### config.mk
export PLATFORM = sky130hd
export DESIGN_NAME = as2650_bus_ctrl
export DESIGN_NICKNAME = d
export VERILOG_FILES = /design/src/rtl/as2650_bus_ctrl.sv
export SDC_FILE = /design/constraint.sdc
export NUM_CORES = 1
export LEC_CHECK = 0
export CAP_MARGIN = 20
export CORE_UTILIZATION = 42
export DETAILED_ROUTE_END_ITERATION = 16
export PLACE_DENSITY = 0.84
export SYNTH_ARGS = -nofsm -noshare
export SYNTH_HDL_FRONTEND = slang
export SYNTH_SLANG_ARGS = --single-unit
### constraint.sdc
create_clock -name clk -period 2.2 [get_ports clk]
set_input_delay 0.33 -clock clk [delete_from_list [all_inputs] [get_ports clk]]
set_output_delay 0.33 -clock clk [all_outputs]
set_load 0.02 [all_outputs]
### src/rtl/as2650_bus_ctrl.sv
// Bus controller for the AS2650 CPU: runs memory cycles with programmable wait
// states, write-protects a low address window, and services two 8-bit I/O ports.
module as2650_bus_ctrl #(
   parameter int unsigned WAIT_STATES = 2,
   parameter logic [12:0] PROTECT_TOP = 13'h0000
) (
   input  logic        clk,
   input  logic        reset,
   input  logic [12:0] adr,
   input  logic        rw,
   input  logic        opreq,
   input  logic        m_io,
   input  logic        d_c,
   input  logic [7:0]  cpu_dout,
   output logic [7:0]  cpu_din,
   output logic        opack,
   output logic [12:0] mem_adr,
   output logic [7:0]  mem_wdata,
   input  logic [7:0]  mem_rdata,
   output logic        mem_ce_n,
   output logic        mem_oe_n,
   output logic        mem_we_n,
   output logic [7:0]  port_ctl_out,
   output logic [7:0]  port_dat_out,
   input  logic [7:0]  port_ctl_in,
   input  logic [7:0]  port_dat_in,
   output logic [1:0]  dbg_state
);

   typedef enum logic [1:0] {
      IDLE   = 2'd0,
      ACCESS = 2'd1,
      ACK    = 2'd2
   } state_t;

   localparam logic [3:0] WS = 4'(WAIT_STATES);

   // Handshake: a request is sampled only in IDLE on a rising edge with opreq=1;
   // opack stays high in ACK until the first edge that sees opreq=0.
   state_t      state_q, state_d;
   logic [3:0]  cnt_q, cnt_d;
   logic [12:0] adr_q, adr_d;
   logic [7:0]  wdata_q, wdata_d;
   logic        rw_q, rw_d;
   logic        wen_q, wen_d;
   logic [7:0]  din_q, din_d;
   logic [7:0]  pctl_q, pctl_d;
   logic [7:0]  pdat_q, pdat_d;
   logic [13:0] prot_diff;
   logic        in_protect;

   // Borrow out of adr - PROTECT_TOP marks adr < PROTECT_TOP.
   assign prot_diff  = {1'b0, adr} - {1'b0, PROTECT_TOP};
   assign in_protect = prot_diff[13];

   always_ff @(posedge clk or posedge reset) begin
      if (reset) begin
         state_q <= IDLE;
         cnt_q   <= 4'd0;
         adr_q   <= 13'd0;
         wdata_q <= 8'd0;
         rw_q    <= 1'b0;
         wen_q   <= 1'b0;
         din_q   <= 8'd0;
         pctl_q  <= 8'd0;
         pdat_q  <= 8'd0;
      end else begin
         state_q <= state_d;
         cnt_q   <= cnt_d;
         adr_q   <= adr_d;
         wdata_q <= wdata_d;
         rw_q    <= rw_d;
         wen_q   <= wen_d;
         din_q   <= din_d;
         pctl_q  <= pctl_d;
         pdat_q  <= pdat_d;
      end
   end

   always_comb begin
      state_d = state_q;
      cnt_d   = cnt_q;
      adr_d   = adr_q;
      wdata_d = wdata_q;
      rw_d    = rw_q;
      wen_d   = wen_q;
      din_d   = din_q;
      pctl_d  = pctl_q;
      pdat_d  = pdat_q;
      case (state_q)
         IDLE: begin
            if (opreq) begin
               adr_d   = adr;
               wdata_d = cpu_dout;
               rw_d    = rw;
               wen_d   = rw && !in_protect;
               if (m_io) begin
                  state_d = ACCESS;
                  cnt_d   = WS;
               end else begin
                  state_d = ACK;
                  if (rw) begin
                     if (d_c) pdat_d = cpu_dout;
                     else     pctl_d = cpu_dout;
                  end else begin
                     din_d = d_c ? port_dat_in : port_ctl_in;
                  end
               end
            end
         end
         ACCESS: begin
            if (cnt_q == 4'd0) begin
               state_d = ACK;
               if (!rw_q) din_d = mem_rdata;
            end else begin
               cnt_d = cnt_q - 4'd1;
            end
         end
         ACK: begin
            if (!opreq) state_d = IDLE;
         end
         default: state_d = IDLE;
      endcase
   end

   // Strobes decode straight from state so an asynchronous reset drops them at once.
   assign mem_ce_n     = (state_q != ACCESS);
   assign mem_oe_n     = (state_q != ACCESS) || rw_q;
   assign mem_we_n     = (state_q != ACCESS) || !wen_q;
   assign opack        = (state_q == ACK);
   assign mem_adr      = adr_q;
   assign mem_wdata    = wdata_q;
   assign cpu_din      = din_q;
   assign port_ctl_out = pctl_q;
   assign port_dat_out = pdat_q;
   assign dbg_state    = state_q;

endmodule

After elaboration in Yosys (flattened, before gate mapping) --
Index checks and enable logic that the tools add are counted.
Storage, ports and cells: output and inout bits 51, flip-flop bits (word level) 52, word-level logic and storage cells 50, bits of input ports 51
Operators by class: add/sub/neg operators 1, bitwise logic cells 2, reductions and logical operators 12, equality and inequality tests 11, multiplexer cells 16
Operators by type and width (number):
- $mux 8 | 6
- $ne 2x2->1 const B | 8
- $pmux 8 s2 | 1
- $mux 4 | 3
- $reduce_and 5->1 | 2
- $mux 2 | 4
- $pmux 4 s2 | 1
- $pmux 2 s3 | 1
- $reduce_and 6->1 | 1
- $logic_not 4->1 | 1
- $reduce_and 4->1 | 1
- $sub 4x1->4 const B | 1
- $reduce_and 3->1 | 1
- $eq 2x1->1 const B | 1
- $eq 2x2->1 const B | 1
- $logic_not 2->1 | 1
- $logic_or 1x1->1 | 2
- $ne 2x1->1 const B | 1
- $not 1->1 | 2
- $reduce_and 2->1 | 1
- $reduce_bool 2->1 | 1
- $logic_not 1->1 | 1

Longest topological paths before layout --
Gate-level depths: netlist of the first run.
depth in word-level cells 5, depth in mapped cells 7, mapped depth without buffers 5

Least setup slack after synthesis of the first run --
No wires, ideal clock.
path kind reg2reg, from register cnt_q[0], to register din_q[0] (netlist: cpu_din[0]), period minus slack after synthesis 1.803 ns, path slack 0.397 ns, arrival time 1.678 ns, data required time 2.075 ns, cell stages (with the launch flop) 8, library setup time 0.125 ns, path buffers 2, cell sequence dfrtp_1 -> inv_1 -> ha_1 -> or3b_1 -> buf_2 -> a2bb2o_4 -> buf_12 -> mux2_4
Between the ends: word-level cells in the longest chain between the ends 3
RTL lines:
- from (decl) | RTL line 41 | logic [3:0] cnt_q, cnt_d;
- from (signal assigned) | RTL line 69 | cnt_q <= cnt_d;
- $logic_not 4->1 | RTL line 112 | if (cnt_q == 4'd0) begin
- $ne 2x2->1 (no line)
- $reduce_and 6->1 (no line)
- to (signal assigned) | RTL line 74 | din_q <= din_d;
- to (decl) | RTL line 46 | logic [7:0] din_q, din_d;
Every way passes these cells. A chain may end at the register's enable or synchronous reset.

Final worst setup path of the first run --
from register state_q[1] (netlist: dbg_state[1]), to output mem_we_n
Between the ends: word-level cells in the longest chain between the ends 2
RTL lines:
- from (decl) | RTL line 40 | state_t state_q, state_d;
- from (signal assigned) | RTL line 68 | state_q <= state_d;
- $ne 2x1->1 | RTL line 129 | assign mem_we_n = (state_q != ACCESS) || !wen_q;
- $logic_or 1x1->1 | RTL line 129
- to (decl) | RTL line 22 | output logic mem_we_n,
Every way passes these cells.

==> results of run 1 <==
logic make-up (layout without fill, tap and decap cells):
logic type	count (synthesis)	in the layout
mux	63	63
flops	52	52
simple gates	13	13
buf+inv	13	120
compound gates	12	12
fa+ha+maj	2	2
worst register-to-register path, stage by stage (launching register included):
cell,delay (ns)
sky130_fd_sc_hd__dfrtp_1,0.38
sky130_fd_sc_hd__inv_1,0.12
sky130_fd_sc_hd__ha_1,0.16
sky130_fd_sc_hd__or3b_1,0.46
sky130_fd_sc_hd__a2bb2o_4,0.37
sky130_fd_sc_hd__mux2_4,0.33
metrics by stage:
| stage | setup slack [ns] | utilization, % | hold WS (ns) | std cells | total power (uW) |
|---|---|---|---|---|---|
| finish | 0.1336 | 67.12 | 0.3629 | 332 | 4907 |
| floorplan | 0.3968 | - | 0.4805 | 155 | 3201 |
| CTS | 0.08651 | 67.09 | 0.3726 | 332 | 4955 |
| global placement | 0.1457 | 65.46 | 0.4869 | 324 | 4339 |
| global route | 0.05392 | 67.12 | 0.4349 | 332 | 5171 |
| detailed placement | 0.1092 | 65.46 | 0.4928 | 324 | 4403 |
cell usage after synthesis, drive strengths merged:
cell type / instances
buf: 8
mux2: 63
nor3b: 1
a31oi: 2
and2b: 1
a21o: 1
nand3: 2
ha: 2
or3b: 2
o21a: 2
dfrtp: 52
nand2: 2
a21oi: 2
nor2: 2
nor2b: 1
o22ai: 1
inv: 5
o21ai: 2
nor3: 1
a2bb2o: 1
a22o: 1
nand4: 1
worst paths after layout:
kind / to / from / cells after the start
worst max-delay path: mem_we_n / dbg_state[1] / 3
worst min-delay path: cpu_din[6] / reset / 2
worst max register to register: cpu_din[0] / cnt_q[0] / 5
worst min register to register: port_ctl_out[4] / port_ctl_out[4] / 1
max in group asynchronous: port_ctl_out[4] / reset / 3
min in group clk: port_ctl_out[4] / port_ctl_out[4] / 1
routing by layer:
layer / vias to the layer above / share of wire (%) / wire, um
li1: 765 / - / -
met1: 795 / 45 / 2308
met2: 75 / 47 / 2418
met3: 4 / 8.2 / 426
met4: 0 / 0.54 / 28
met5: - / 0 / 0
flip-flops by register name, indices dropped and copies added, names as in the netlist:
name / cells
mem_wdata: 8
port_dat_out: 8
cpu_din: 8
mem_adr: 13
cnt_q: 4
dbg_state: 2
port_ctl_out: 8
wen_q: 1
area by class of cell:
| type | instances | share of cell area [%] |
|---|---|---|
| Clock buffer | 6 | 2.052 |
| Clock inverter | 2 | 0.3891 |
| Inverter | 5 | 0.5306 |
| Multi-Input combinational cell | 90 | 27.56 |
| Sequential cell | 52 | 36.79 |
| Tap cell | 70 | 2.476 |
| Timing Repair Buffer | 107 | 30.21 |
power by group:
group	internal, uW	leakage, uW	switching, uW	total (uW)
Sequential	1430	0.000618	266	1700
Combinational	1490	0.000847	1180	2670
Clock	227	0.0000456	312	539
what timing repair did:
action	CTS	global route
hold endpoints to repair	0	0
setup endpoints to repair	0	1
resized for setup	0	1
==> run summary, run 1 <==
The run finished with clean final reports. The share of cell area taken by muxes after synthesis is 32.47%. The minimum clock period after layout was 2.066 ns. For this run the aggregate overflow at the end of global routing stands at 0. Largest delay contributor family on the critical path: buffers and inverters. After filler insertion, the fill cell instance count of the layout stands at 415. The logs give 0.31 ns for the clock insertion delay at the later pin of the skew report and 5 for the number of buffers created by CTS.

The analysis attributes to cell leakage a power of 0.001511 uW. The synthesized netlist devotes 0% of its cell area to XOR and XNOR gates. Cell type with the largest total area after synthesis: sky130_fd_sc_hd__dfrtp_1.

In the final timing run, aggregate negative setup slack is 0 ns. The H-tree generated during clock tree synthesis spans 2 levels. The netlist area before placement was 2359 um^2; the highest attainable clock frequency was 483.9 MHz. The count of buffer and inverter cells on the critical path came out at 1. Traced cell by cell, the critical path runs through and2b_2, nand2_1, clkdlybuf4s50_1.

Cells with a size suffix above 1 make up 32.06% of the layout. The die is 76.94 um wide. Data arrives at the worst endpoint at 1.74 ns. The relative area change from synthesis to final layout was 49.97%. The worst setup path is captured at a primary output. Number of clock sinks seen by CTS: 52. The clock passes through at most 2 buffers. Along the worst path, the maximum fanout reaches 8.

CTS placed an instance of sky130_fd_sc_hd__clkbuf_8 at the clock tree root. The total number of yosys warnings was 0; the final routed wire length divided by cell count was 15.61 um. met2 is the most crowded layer. Summed over all layers, the routed wires come to 5182 um. The number of buffers inserted by port buffering came out at 101. The initial utilization of the core area, before any placement, comes to 44.75%. The core region is 5270 um^2.

The count of final setup violators came out at 0. For met1 alone, demand over resource in global routing was 23.33%. The final count of hold timing violations is 0, and the area share of the largest cell type after synthesis is 55.17%.

The top cell types in the final layout, fill and taps aside, are sky130_fd_sc_hd__clkdlybuf4s50_1, sky130_fd_sc_hd__dfrtp_1, sky130_fd_sc_hd__mux2_2. The number of optimization iterations in the first detailed-route pass is 4, and the ratio of total power to cell area is 1387 nW/um^2. The tools report the count of mapped cells out of synthesis as 155. The finished cells cover 3537 um^2.

Once the clock tree was built, the setup fixing pass inserted 0 buffers. The element type at the critical path start was a flip-flop. The synthesized netlist devotes 1.061% of its cell area to adder and majority cells. Yosys attributes the largest share of cell area to sky130_fd_sc_hd__dfrtp_1, sky130_fd_sc_hd__mux2_2, sky130_fd_sc_hd__mux2_4, sky130_fd_sc_hd__ha_1, sky130_fd_sc_hd__buf_6.

The number of antenna diodes came out at 0. The initial antenna violation count was 0. Among all stages on the critical path, the largest delay is contributed by sky130_fd_sc_hd__clkdlybuf4s50_1.

TritonCTS built the clock tree. The fraction of met3 tracks used by global routing is 7.024%, and the via count of the first global-routing pass is 1693. The most common cell after layout, fill and taps aside is sky130_fd_sc_hd__clkdlybuf4s50_1. The post-synthesis compound-gate area fraction works out to 3.873%.

The die covers 5919 um^2. Site row count: 26. The number of routed nets with antenna violations is 0, and the setup slack of the most critical reg-to-reg path is 0.26 ns. The proportion of synthesized chip area in sequential cells is 55.17%. After Yosys synthesis, and, or, nand and nor cells account for 3.660% of the synthesized area.

After clock tree synthesis, the clock-pin slew on the worst setup and hold paths is 0.09 ns. Summing all multi-input logic gate instances after layout gives 974.7 um^2. The setup skew after layout is 0.01500 ns, and the height of the chip is 76.94 um. Setup repair after global routing left no endpoint under its margin.

By area, the combinational part of the netlist is dominated by multiplexers. Registers take 1301 um^2. The mean cell area of the mapped netlist came out at 15.22 um^2. The worst-case IR drop observed on VDD is 0.0007912 V. The setup path with the least slack is of type reg2out. The run gives 8376 um as the wire length of the first global-routing pass. The HPWL after detailed placement is 3797 um.

The routed layout has 1639 vias. The largest stage delay on the critical path was 0.60 ns; the final max-slew violation count was 0. Post-route clock period utilization: 93.93%. The global-route usage over all layers is 18.38%. The critical path data required time was 1.87 ns. Final routed DRC violation total: 0. For this block, the initial DRC count from the detailed router was 30. The run gives 32 as the pin count of the biggest net entering global routing. The distinct cell type count after synthesis came out at 28. Global routing used 29.91% of the available met2 tracks.

The kind of path behind the tightest hold check is in2async. At the pin with the least slew margin, the transition time is 0.4970 ns. The tool flagged a number of max-cap violations equal to 0. The headroom to the max-slew limit was 66.82%; the weighted congestion reported at the end of routability-driven placement was 0.7592.

In this run, synthesis produced a sequential element count of 52. The run gives 314 as the number of nets at the end of the flow. The average vias per placed instance came out at 4.937.

The instance area at placement is 3450 um^2, and the top-level I/O count is 102. Post-cts hold buffer count: 0. For the synthesized netlist net count, the log shows 208.
(Power assumes the default switching activity.)
==> inputs of run 2 (changes only) <==
--- a/config.mk
+++ b/config.mk
@@ -6,9 +6,11 @@
 export NUM_CORES = 1
 export LEC_CHECK = 0
 export CAP_MARGIN = 20
-export CORE_UTILIZATION = 42
+export CORE_UTILIZATION = 44
+export CTS_BUF_LIST = sky130_fd_sc_hd__clkbuf_8
 export DETAILED_ROUTE_END_ITERATION = 16
-export PLACE_DENSITY = 0.84
+export PLACE_DENSITY = 0.87
 export SYNTH_ARGS = -nofsm -noshare
 export SYNTH_HDL_FRONTEND = slang
 export SYNTH_SLANG_ARGS = --single-unit
+export TNS_END_PERCENT = 1
==> run 2 against run 1 <==
  * Fmax decreased by 0.72%
  * Routed wire length increased by 5.0%
  * Final cell count decreased by 0.30%
  * Global-route usage increased by 2.0 points
  * Worst hold slack got worse by 0.023 ns
  * Non-clock buffer count decreased by 1
  * Sequential power about the same
  * Via count increased by 1.3%
  * Cell area increased by 0.67%
  * Critical endpoint unchanged
==> run summary, run 2 (synthesis results as in run 1) <==
TritonCTS built the clock tree. The highest layer touched by signal routing is met4. In this run the worst hold path is classified as in2async.

Detailed-route via count: 1660 (+1.3%). The number of clock sinks seen by CTS was 52 (unchanged). Remaining global-route overflow: 0 (unchanged). In the layout the commonest cells are sky130_fd_sc_hd__clkdlybuf4s50_1, sky130_fd_sc_hd__dfrtp_1, sky130_fd_sc_hd__mux2_2. The tools report the pin count of the biggest net entering global routing as 34 (+6.3%). The tools report the element type at the critical path start as a flip-flop. In this run the worst setup path begins at dbg_state[1].

The tools report the peak ir drop on the vdd network as 0.0008022 V (+1.4%). The initial antenna violation count is 0 (unchanged). Number of routed nets with antenna violations: 0 (unchanged).

The clock transition at the registers of the reported paths works out to 0.10 ns (about the same). The routed length on met1 was 2173 um (-5.8%). Number of flip-flops in the largest register: 13 (unchanged).

The run finished with clean final reports. The deepest level of the CTS H-tree was 2 (unchanged). The endpoint of the worst setup timing path is mem_we_n. The max-cap check violation count is 0 (unchanged). For the number of nets at the end of the flow, the log shows 313 (-0.32%). The static leakage was 0.001520 uW (+0.61%); the final routed DRC violation total was 0 (unchanged). For the number of buffers created by CTS, the log shows 5 (unchanged). Clock tree synthesis selected as its root buffer the cell sky130_fd_sc_hd__clkbuf_8. For the worst path setup slack after routing, the log shows 0.1185 ns (-0.01502 ns).

From synthesis to final layout, the design area changed by 50.98%. The minimum clock period after layout is 2.081 ns (+0.01502 ns), and the final max-slew violation count is 0 (unchanged). The transition at the pin with the smallest max-transition slack is 0.4592 ns (-0.03783 ns), and the clock insertion delay at the later pin of the skew report is 0.31 ns (about the same). The run gives 20.40% (+2.0 points) as the global-route usage over all layers. The core area was 5140 um^2 (-2.5%).

The average vias per placed instance came out at 5.015 (+1.6%). The die boundary width works out to 75.22 um (-2.2%). Count of final setup violators: 0 (unchanged). The final count of hold timing violations is 0 (unchanged), and the die footprint is 5657 um^2 (-4.4%). The tools report the number of optimization iterations in the first detailed-route pass as 4 (unchanged).

Walking the worst path, the cells encountered are and2b_2, nand2_1, clkdlybuf4s50_1. The final sum of negative setup slack was 0 ns (unchanged); the wire length of the first global-routing pass was 8349 um (-0.32%). The final routed wire length divided by cell count is 16.44 um (+5.3%), and the number of antenna diodes is 0 (unchanged). The largest fanout on the critical path is 8 (unchanged), and the worst hold slack is 0.3400 ns (-0.02292 ns). The logs give 480.4 MHz (-0.72%) for the highest attainable clock frequency and 45.89% (+1.1 points) for the initial core utilization. The worst register-to-register path begins at cnt_q[0]. The library cell used most frequently in the layout, excluding fill and tap cells, is sky130_fd_sc_hd__clkdlybuf4s50_1.

The logs give 0.28 ns (+0.02 ns) for the setup slack of the most critical reg-to-reg path and 4003 um (+5.4%) for the sum of net half-perimeters after detailed placement. The final total power was 5055 uW (+3.0%); the site row count was 26 (unchanged). The ratio of total power to cell area was 1420 nW/um^2 (+2.3%); the setup skew after layout was 0.006608 ns (-0.008389 ns).

For the worst slack at placement, the log shows 0.1922 ns (+0.08306 ns). For the critical path data required time, the log shows 1.87 ns (about the same). Setup repair after global routing left no endpoint under its margin.

The headroom to the max-slew limit came out at 69.35% (+2.5 points). The critical path in this run is classified as reg2out. The cell type of the slowest stage on the worst timing path is sky130_fd_sc_hd__clkdlybuf4s50_1.

The logic depth of the worst register-to-register path is 5 (unchanged). In this run the critical register-to-register path is captured at cpu_din[1]. The detailed-routed wire length on met3 is 491 um (+15%), and the largest stage delay on the critical path is 0.62 ns (+0.02 ns). The run gives 2688 um (+11%) as the routed length on met2. The run gives 1.75 ns (about the same) as the data arrival time at the worst-slack endpoint. The height of the chip came out at 75.22 um (-2.2%). The run gives 26 (-13%) as the number of DRC markers in iteration 0. The post-route clock period utilization is 94.61% (+0.68 points), and the ratio of cells with drive above 1 in the final layout is 32.18% (+0.12 points). The type of element capturing the critical path is a primary output. The top-level I/O count was 102 (unchanged). The number of buffers inserted by port buffering was 101 (unchanged). Via count of the first global-routing pass: 1743 (+3.0%). The maximum clock path buffer count is 2 (unchanged). The detailed-route wire length was 5442 um (+5.0%); the weighted congestion reported at the end of routability-driven placement was 0.8643 (+14%).
## run 2: changes by cell type in the layout (fill, tap and decap cells not counted), sizes merged
| cell | before | now |
|---|---|---|
| buf | 6 | 5 |
| clkinv | 1 | 0 |
| clkbuf | 6 | 5 |
| clkdlybuf4s50 | 101 | 100 |
| clkinvlp | 0 | 1 |
| dlymetal6s2s | 0 | 1 |
| bufinv | 0 | 1 |
## run 2: how the worst min path moves through the flow
stage	depth (start not counted)	slack [ns]	to
after floorplan	1	0.48	port_ctl_out[0]
after global placement	1	0.49	port_ctl_out[3]
after detailed placement	1	0.49	cpu_din[0]
after CTS	2	0.36	cpu_din[2]
after global routing	2	0.41	mem_adr[8]
final	2	0.34	mem_adr[9]
## run 2: area by class of cell
cell class | instances | area, um^2
Timing Repair Buffer | 106 | 1064
Tap cell | 70 | 87.58
Inverter | 5 | 18.77
Clock inverter | 3 | 46.29
Fill cell | 419 | 1579
Clock buffer | 5 | 68.82
Multi-Input combinational cell | 90 | 974.7
Sequential cell | 52 | 1301
## run 2: per-layer routing
| layer | track usage [%] | vias up |
|---|---|---|
| li1 | - | 759 |
| met1 | 22.51 | 818 |
| met2 | 35.24 | 73 |
| met3 | 8.434 | 10 |
| met4 | 7.819 | 0 |
| met5 | 0 | - |
## run 2: worst max-delay path: cells and delay by family, from the launching register on
kind	cells	cell delay, ns
buffers and inverters	1	0.62
flip-flops	1	0.43
AND/OR/NAND/NOR	2	0.39
## run 2: metrics by stage
| stage | std cells | utilization [%] | instance area (um^2) |
|---|---|---|---|
| 4_1_cts | 331 | 69.21 | 3557 |
| 5_1_grt | 331 | 69.28 | 3561 |
| 2_1_floorplan | 155 | - | 2359 |
| 6_report | 331 | 69.28 | 3561 |
| 3_5_place_dp | 323 | 66.97 | 3442 |
| 3_3_place_gp | 323 | 66.97 | 3442 |
## run 2: timing repair
item	in CTS	in global routing
gates resized for setup	0	2
setup buffers	0	0
hold endpoints to repair	0	0
setup endpoints to repair	0	2
hold buffers	0	0
## run 2: where the power goes
group / switching (uW) / internal, uW / leakage, uW / total [uW]
clock: 332 / 343 / 0.0000548 / 675
sequential: 274 / 1430 / 0.000618 / 1710
combinational: 1200 / 1480 / 0.000847 / 2670
==> inputs of run 3 (changes only) <==
--- a/config.mk
+++ b/config.mk
@@ -10,6 +10,7 @@
 export CTS_BUF_LIST = sky130_fd_sc_hd__clkbuf_8
 export DETAILED_ROUTE_END_ITERATION = 16
 export PLACE_DENSITY = 0.87
+export SLEW_MARGIN = 20
 export SYNTH_ARGS = -nofsm -noshare
 export SYNTH_HDL_FRONTEND = slang
 export SYNTH_SLANG_ARGS = --single-unit
==> results of run 3 <==
No change in the layout: final DEF, timing and power equal those of run 2.
